===== config.mk =====
export PLATFORM = sky130hd
export DESIGN_NAME = pmod_probe_serializer
export DESIGN_NICKNAME = d
export VERILOG_FILES = /design/src/rtl/pmod_probe_serializer.sv
export SDC_FILE = /design/constraint.sdc
export NUM_CORES = 1
export LEC_CHECK = 0
export ABC_AREA = 0
export ABC_CLOCK_PERIOD_IN_PS = 3900
export BUFFER_PORTS_ARGS = -buffer_cell sky130_fd_sc_hd__buf_2
export CAP_MARGIN = 20
export CORE_UTILIZATION = 45
export DETAILED_ROUTE_END_ITERATION = 8
export PLACE_DENSITY = 0.62
export SLEW_MARGIN = 20
export SYNTH_ARGS = -nofsm -noshare
export SYNTH_HDL_FRONTEND = slang
export SYNTH_SLANG_ARGS = --single-unit

===== constraint.sdc =====
create_clock -name sysclk -period 3.9 [get_ports sysclk]
set_input_delay 0.195 -clock sysclk [delete_from_list [all_inputs] [get_ports sysclk]]
set_output_delay 0.195 -clock sysclk [all_outputs]
set_load 0.05 [all_outputs]

===== src/rtl/pmod_probe_serializer.sv =====
// Snapshot FIFO plus beat serializer that streams debug words onto byte-wide PMOD lanes.
// Define PROBE_CHECKSUM_EN to append an XOR checksum beat after each frame's data beats.
module pmod_probe_serializer #(
    parameter int DATA_W   = 32,
    parameter int LANES    = 4,
    parameter int CHANNELS = 2,
    parameter int DEPTH    = 4,
    parameter int DIV      = 125
) (
    input  logic                       sysclk,
    input  logic                       btn,
    input  logic                       cap_valid,
    input  logic [CHANNELS*DATA_W-1:0] cap_data,
    output logic                       cap_ready,
    output logic [8*LANES-1:0]         pmod_out,
    output logic                       frame_start,
    output logic                       busy,
    output logic [7:0]                 drop_cnt,
    output logic [3:0]                 led
);
    localparam int BUS_W = 8 * LANES;
    localparam int BPC   = (DATA_W + BUS_W - 1) / BUS_W;
    localparam int PAD_W = BPC * BUS_W;
    localparam int NBD   = CHANNELS * BPC;
`ifdef PROBE_CHECKSUM_EN
    localparam int NB    = NBD + 1;
`else
    localparam int NB    = NBD;
`endif
    localparam int PW    = $clog2(DEPTH);
    localparam int CW    = PW + 1;
    localparam int DW    = $clog2(DIV);
    localparam int BW    = $clog2(NB + 1);
    localparam int IW    = (NBD > 1) ? $clog2(NBD) : 1;

    typedef enum logic [1:0] {IDLE, SEND, GAP} state_t;

    logic [CHANNELS*DATA_W-1:0] mem [DEPTH];
    logic [PW-1:0]    wr_ptr, rd_ptr;
    logic [CW-1:0]    count, count_nxt;
    logic             push, pop, full, drop_nz, heartbeat, last_tick;
    state_t           state;
    logic [DW-1:0]    div_cnt;
    logic [BW-1:0]    beat_idx;
    logic [IW-1:0]    nxt_idx;
    logic [BUS_W-1:0] head_beats  [NBD];
    logic [BUS_W-1:0] frame_beats [NBD];
    logic [PAD_W-1:0] padded;
`ifdef PROBE_CHECKSUM_EN
    logic [BUS_W-1:0] csum;
`endif

    assign push      = cap_valid && cap_ready;
    assign last_tick = (div_cnt == DW'(DIV - 1));
    assign pop       = (count != '0) && ((state == IDLE) || ((state == GAP) && last_tick));
    assign count_nxt = count + CW'(push) - CW'(pop);
    assign nxt_idx   = IW'(beat_idx + BW'(1));
    assign led       = {heartbeat, drop_nz, full, busy};

    // Head snapshot cut into beats: channel 0 first, most significant chunk first.
    always_comb begin
        padded = '0;
        for (int i = 0; i < NBD; i++) head_beats[i] = '0;
        for (int ch = 0; ch < CHANNELS; ch++) begin
            padded = '0;
            padded[DATA_W-1:0] = mem[rd_ptr][ch*DATA_W +: DATA_W];
            for (int c = 0; c < BPC; c++)
                head_beats[ch*BPC + c] = padded[(BPC-1-c)*BUS_W +: BUS_W];
        end
    end

    always_ff @(posedge sysclk) begin
        if (push) mem[wr_ptr] <= cap_data;
        if (pop)  frame_beats <= head_beats;
    end

    always_ff @(posedge sysclk or posedge btn) begin
        if (btn) begin
            wr_ptr    <= '0;
            rd_ptr    <= '0;
            count     <= '0;
            full      <= 1'b0;
            cap_ready <= 1'b1;
            drop_cnt  <= '0;
            drop_nz   <= 1'b0;
        end else begin
            if (push) wr_ptr <= wr_ptr + PW'(1);
            if (pop)  rd_ptr <= rd_ptr + PW'(1);
            count     <= count_nxt;
            full      <= (count_nxt == CW'(DEPTH));
            cap_ready <= (count_nxt != CW'(DEPTH));
            if (cap_valid && !cap_ready) begin
                drop_nz <= 1'b1;
                if (drop_cnt != 8'hFF) drop_cnt <= drop_cnt + 8'd1;
            end
        end
    end

    // state | meaning
    // IDLE  | nothing to send, pmod_out low
    // SEND  | holding data (or checksum) beat beat_idx for DIV cycles
    // GAP   | all-zero separator beat closing a frame
    always_ff @(posedge sysclk or posedge btn) begin
        if (btn) begin
            state       <= IDLE;
            div_cnt     <= '0;
            beat_idx    <= '0;
            pmod_out    <= '0;
            frame_start <= 1'b0;
            busy        <= 1'b0;
            heartbeat   <= 1'b0;
`ifdef PROBE_CHECKSUM_EN
            csum        <= '0;
`endif
        end else if (pop) begin
            state       <= SEND;
            div_cnt     <= '0;
            beat_idx    <= '0;
            pmod_out    <= head_beats[0];
            frame_start <= 1'b1;
            busy        <= 1'b1;
            if (state == GAP) heartbeat <= ~heartbeat;
`ifdef PROBE_CHECKSUM_EN
            csum        <= head_beats[0];
`endif
        end else begin
            case (state)
                IDLE: busy <= (count_nxt != '0);
                SEND: begin
                    if (!last_tick) begin
                        div_cnt <= div_cnt + DW'(1);
                    end else begin
                        div_cnt     <= '0;
                        frame_start <= 1'b0;
                        if (beat_idx == BW'(NB - 1)) begin
                            state    <= GAP;
                            pmod_out <= '0;
                        end else begin
                            beat_idx <= beat_idx + BW'(1);
`ifdef PROBE_CHECKSUM_EN
                            if (beat_idx == BW'(NBD - 1)) begin
                                pmod_out <= csum;
                            end else begin
                                pmod_out <= frame_beats[nxt_idx];
                                csum     <= csum ^ frame_beats[nxt_idx];
                            end
`else
                            pmod_out <= frame_beats[nxt_idx];
`endif
                        end
                    end
                end
                GAP: begin
                    if (!last_tick) begin
                        div_cnt <= div_cnt + DW'(1);
                    end else begin
                        div_cnt   <= '0;
                        heartbeat <= ~heartbeat;
                        state     <= IDLE;
                        busy      <= (count_nxt != '0);
                    end
                end
                default: state <= IDLE;
            endcase
        end
    end
endmodule

Word-level counts from Yosys, hierarchy flattened
Memory sizes are Yosys's and may differ from the RTL's.
Index checks and enable logic that the tools add are counted.
- flip-flop bits (word level): 128
- latch bits: 0
- memory bits (writable): 256
- bits in read-only memories: 0
- input port bits: 67
- output and inout port bits: 47
- word-level logic and storage cells: 90
- memories kept: 1
- add/sub/neg operators: 7
- multipliers: 0
- div/mod/pow operators: 0
- $lt $le $gt $ge: 1
- eq/ne operators: 12
- shift operators: 0
- muxes and demuxes: 31
- bitwise operators: 2
- reductions and logical operators: 20
- memories (name ; words ; width ; read ports ; clocked after memory_dff ; wr ports ; line ; RTL):
    mem ; 4 ; 64 ; 1 ; 0 ; 1 ; 38 ; logic [CHANNELS*DATA_W-1:0] mem [DEPTH];
- operator list (kind ; count):
    $mux 32 ; 7
    $mux 7 ; 3
    $mux 2 ; 8
    $ne 3x3->1 const B ; 4
    $mux 1 ; 11
    $reduce_bool 3->1 ; 3
    $add 8x1->8 const B ; 1
    $ne 8x8->1 const B ; 1
    $reduce_and 2->1 ; 4
    $add 7x1->7 const B ; 1
    $eq 7x7->1 const B ; 1
    $add 2x1->2 const B ; 3
    $pmux 2 s3 ; 1
    $reduce_bool 2->1 ; 3
    $eq 2x1->1 const B ; 2
    $logic_and 1x1->1 ; 4
    $ne 2x2->1 const B ; 2
    $reduce_and 4->1 ; 1
    $add 3x1->3 ; 1
    $eq 3x3->1 const B ; 1
    $reduce_and 3->1 ; 1
    $sub 3x1->3 ; 1
    $eq 2x2->1 const B ; 1
    $ge 2x2->1 const B ; 1
    7 further kinds ; 7

Logic depth before layout (Yosys ltp)
- depth in word-level cells: 9
- depth in mapped cells: 16
- mapped depth without buffers: 14

Worst setup path before layout
No wires, ideal clock.
- kind: reg2reg
- start: register state[0]
- end: register busy
- library setup time: 126 ps
- arrival: 3142 ps
- data required time: 3774 ps
- path slack: 632 ps
- stages on the path, launching flop included: 17
- path buffers: 2
- period minus slack after synthesis: 3268 ps
- cells stage by stage: dfrtp_1 > inv_1 > ha_1 > nand3_1 > nor2_1 > o21a_4 > buf_6 > buf_6 > ha_1 > inv_1 > ha_1 > fa_1 > nor2_1 > nand2_1 > nor3b_1 > a31oi_1 > o32a_1
- cells in the longest elaborated chain, start to end: 9
- elaborated cells between the ends (all ways): 13
- those cells by class: 1 x add/sub; 2 x eq/ne; 3 x mux; 7 x reduce/logical
- ends and longest elaborated chain (what ; line ; RTL):
    from (decl) ; 42 ; state_t state;
    from (signal assigned) ; 105 ; state <= IDLE;
    from (signal assigned) ; 116 ; state <= SEND;
    from (signal assigned) ; 136 ; state <= GAP;
    $eq 2x2->1 ; 55 ; assign pop = (count != '0) && ((state == IDLE) || ((state == GAP) && last_tick));
    $logic_and 1x1->1 ; 55 ;
    $logic_or 1x1->1 (*) ; 55 ;
    $logic_and 1x1->1 (*) ; 55 ;
    via pop ; 41 ; logic push, pop, full, drop_nz, heartbeat, last_tick;
    $sub 3x1->3 (*) ; 56 ; assign count_nxt = count + CW'(push) - CW'(pop);
    via count_nxt[1] ; 40 ; logic [CW-1:0] count, count_nxt;
    $reduce_bool 3->1 (*) ; 128, 160 ;
    $mux 1 ; 154 ; if (!last_tick) begin
    $pmux 1 s2 (*) ; 127 ; case (state)
    $mux 1 (*) ; 115 ; end else if (pop) begin
    to (signal assigned) ; 128 ; IDLE: busy <= (count_nxt != '0);
    to (signal assigned) ; 160 ; busy <= (count_nxt != '0);
    to (decl) ; 17 ; output logic busy,
Mark *: on every way through the listed nets, which the timed path passes. The rest lies on a longest branch. The select of a mux whose other input is x is not followed.
A chain may end at the register's enable or synchronous reset.

Worst setup path in the final report
- start: register state[0]
- end: register busy
- cells in the longest elaborated chain, start to end: 9
- elaborated cells between the ends (all ways): 13
- those cells by class: 1 x add/sub; 2 x eq/ne; 3 x mux; 7 x reduce/logical
- ends and longest elaborated chain (what ; line):
    $eq 2x2->1 ; 55
    $logic_and 1x1->1 ; 55
    $logic_or 1x1->1 (*) ; 55
    $logic_and 1x1->1 (*) ; 55
    $sub 3x1->3 (*) ; 56
    via count_nxt[1] ; 40
    $reduce_bool 3->1 (*) ; 128, 160
    $mux 1 ; 154
    $pmux 1 s2 (*) ; 127
    $mux 1 (*) ; 115
Marked as above.

==> results by group <==
Synthesis
  • Asr flop ratio synth: 16.7%
  • Largest area contributor in the netlist: edfxtp_1
  • Post-Syn Area per Cell: 20.7 um^2
  • Count of flip-flops with a built-in enable after synthesis: 320
  • Count of cell types in the netlist: 45
  • Most common cell in the netlist: edfxtp_1
  • Synth area leaders: edfxtp_1 (66%), dfrtp_1 (11%), mux4_2 (9.9%), mux2i_1 (2.3%), a221o_1 (2.2%)
  • Ys Warns: 0
  • Top cell type's share of synthesized area: 66.0%
  • Cell Area, Synth: 14600 um^2
  • Syn_nets: 784
  • Yosys reg bits: 384
  • Register area share after synthesis: 77.0%
  • Cells after Synth: 703
  • Most frequent cells after synthesis: edfxtp_1 (320), mux4_2 (64), dfrtp_1 (63)
  • Main synth FF type: edfxtp_1

Global routing
  • Total grt overflow: 0
  • Number of global-route vias before repair: 7865
  • First-pass GRT wire length: 44400 um
  • Largest net degree at the start of global routing: 140
  • Initial antenna violation count: 1
  • Global-route usage over all layers: 17.6%

STA
  • Fin crit share: 77.6%
  • Final max-slew violation count: 0
  • RSZ-0062 raised after global routing: no
  • Worst-margin pin slew: 1.04 ns
  • Min Clock Period, post-route: 3.03 ns
  • Fmax: 330 MHz
  • WHS: 0.0505 ns
  • Setup TNS Final: 0 ns
  • Clk_skew: 0.0150 ns
  • Fin. Hold Viols: 0
  • Slew HR: 30.9%
  • # setup viols final: 0

Power and ir drop
  • Power per cell area: 568 nW/um^2
  • Leak: 6.10 nW
  • Worst vdd ir: 0.292 mV

Die
  • Die X: 182 um
  • Die Ht: 182 um
  • Boundary Pins: 114
  • Die area: 33100 um^2
  • Cell row count: 65
  • Initial Util: 45.9%
  • Area of the core: 31700 um^2

Place
  • Dpl hpwl: 14900 um
  • # port buffers: 113
  • GPL Wtd Cong: 0.698

Clock network
  • H-tree depth: 2
  • CTS Buffer Depth: 3
  • Post-CTS Setup Inserts: 0
  • Clk sink count: 384
  • Root Buffer Master: clkbuf_16
  • Clk_lat worst skew: 0.52 ns
  • CTS tree: built
  • CTS buffer count: 40
  • Reg clk slew, reported paths: 0.06 ns

Cells and area
  • Filler instances: 2464
  • Nets: 975
  • Layout cells sized above 1: 28.3%
  • P&R area growth vs syn: 20.6%

Setup path
  • Launching point of the worst reg2reg path: state[0]$_DFFE_PP0P_
  • Type of origin of the critical path: flip-flop
  • R2r setup slk: 0.87 ns
  • CP arrival: 3.43 ns
  • Crit end category: flip-flop
  • CP startpoint: state[0]$_DFFE_PP0P_
  • Critical path fanouts, max: 7
  • Depth of the most critical reg-to-reg path: 14
  • RR Endpoint: busy$_DFFE_PP0P_
  • CP Data Required Time: 4.30 ns
  • Worst setup path category: reg2reg
  • CP endpoint: busy$_DFFE_PP0P_

Detailed routing
  • # DRC: 0
  • Final WL: 28200 um
  • Post-DR vias/cell: 5.52
  • Pre-antenna DRT Iters: 5
  • Vias: 7334
  • DR iter-0 viols: 473
  • Post-DRT Antenna Nets: 0
  • WL/cell: 21.2 um

Outcome
  • Status: finished clean

Hold path
  • HP Class: in2reg
  • Min-delay src: cap_valid

Run
  • Max Cap Viol: 0
==> placed cells by master (no fill, tap or decap), drive strengths merged, types with 4 or more instances in the layout <==
master	instances
nand3	4
xnor2	9
xor2	7
dfrtp	63
dlygate4sd3	65
nor2	8
inv	11
mux4	64
clkbuf	62
nand2	13
ha	13
a21oi	4
buf	122
a221o	32
and3	7
nor3	32
edfxtp	320
clkinv	9
mux2i	34
==> cells by family after synthesis <==
kind of cell | Yosys count | share of synthesized area (%)
compound gates | 55 | 3.41
xor+xnor | 16 | 0.962
fa+ha+maj | 14 | 1.25
buf+inv | 50 | 1.96
flops | 384 | 77.0
mux | 100 | 12.4
simple gates | 84 | 3.05
==> sequential cells by signal, indices dropped and copies added (netlist names), 2 cells and up <==
| register | cells |
|---|---|
| rd_ptr | 2 |
| state | 2 |
| mem | 256 |
| drop_cnt | 8 |
| wr_ptr | 2 |
| div_cnt | 7 |
| count | 3 |
| beat_idx | 2 |
| pmod_out | 32 |
| frame_beats | 64 |
==> per-layer routing <==
layer / track usage, % / part of all wire, % / vias up
met5: 0 / 0 / -
met3: 3.33 / 4.8 / 46
met4: 4.84 / 2.0 / 0
li1: - / - / 3252
met2: 30.0 / 50 / 200
met1: 23.2 / 44 / 3836
==> power breakdown <==
group / total, mW / switching, mW / internal (mW)
Combinational: 1.01 / 0.631 / 0.375
Clock: 3.75 / 1.50 / 2.25
Sequential: 5.22 / 0.141 / 5.08
==> worst max-delay path: stages, from the launching register on <==
cell,delay (ns)
dfrtp_1,0.38
inv_1,0.11
ha_1,0.29
nand3_1,0.12
nor2_1,0.18
o21a_4,0.17
ha_1,0.23
inv_1,0.07
ha_1,0.17
fa_1,0.44
nor2_1,0.17
nand2_1,0.10
nor3b_1,0.22
a31oi_1,0.08
o32a_1,0.19
==> per-stage QoR <==
step / cell area, um^2 / setup slack [ns] / cells / utilization, % / total power, mW
3_5_place_dp: 15500 / 0.928 / 1185 / 48.8 / 6.24
2_1_floorplan: 14600 / 0.632 / 703 / - / 5.88
6_report: 17600 / 0.873 / 1329 / 55.4 / 9.98
5_1_grt: 17600 / 0.613 / 1329 / 55.4 / 10.4
4_1_cts: 17500 / 0.905 / 1324 / 55.0 / 10.1
3_3_place_gp: 15500 / 1.13 / 1185 / 48.8 / 6.15
==> repair_timing <==
item / CTS / global route
gates resized for setup: 0 / 0
hold endpoints to repair: 290 / 0
hold buffers: 65 / 0
==> cell type report <==
type                            instances  area [um^2]  share of cell area (%)
Sequential cell                       384        11200                    63.9
Clock inverter                         12          126                   0.719
Timing Repair Buffer                  187         1370                    7.82
Tap cell                              402          503                    2.86
Clock buffer                           62         1200                    6.81
Antenna cell                            1         2.50                  0.0142
Multi-Input combinational cell        269         3100                    17.6
Inverter                               12         46.3                   0.264
==> worst min path at each step <==
stage,end,slack [ns],cells after the start
6_report,drop_nz$_DFFE_PP0P_,0.05,3
5_1_grt,drop_nz$_DFFE_PP0P_,0.06,3
4_1_cts,drop_nz$_DFFE_PP0P_,0.02,3
3_5_place_dp,drop_nz$_DFFE_PP0P_,0.35,2
3_3_place_gp,drop_nz$_DFFE_PP0P_,0.33,2
2_1_floorplan,mem[0][0]$_DFFE_PP_,0.29,0
No activity file was read; power rests on OpenSTA's default activity.
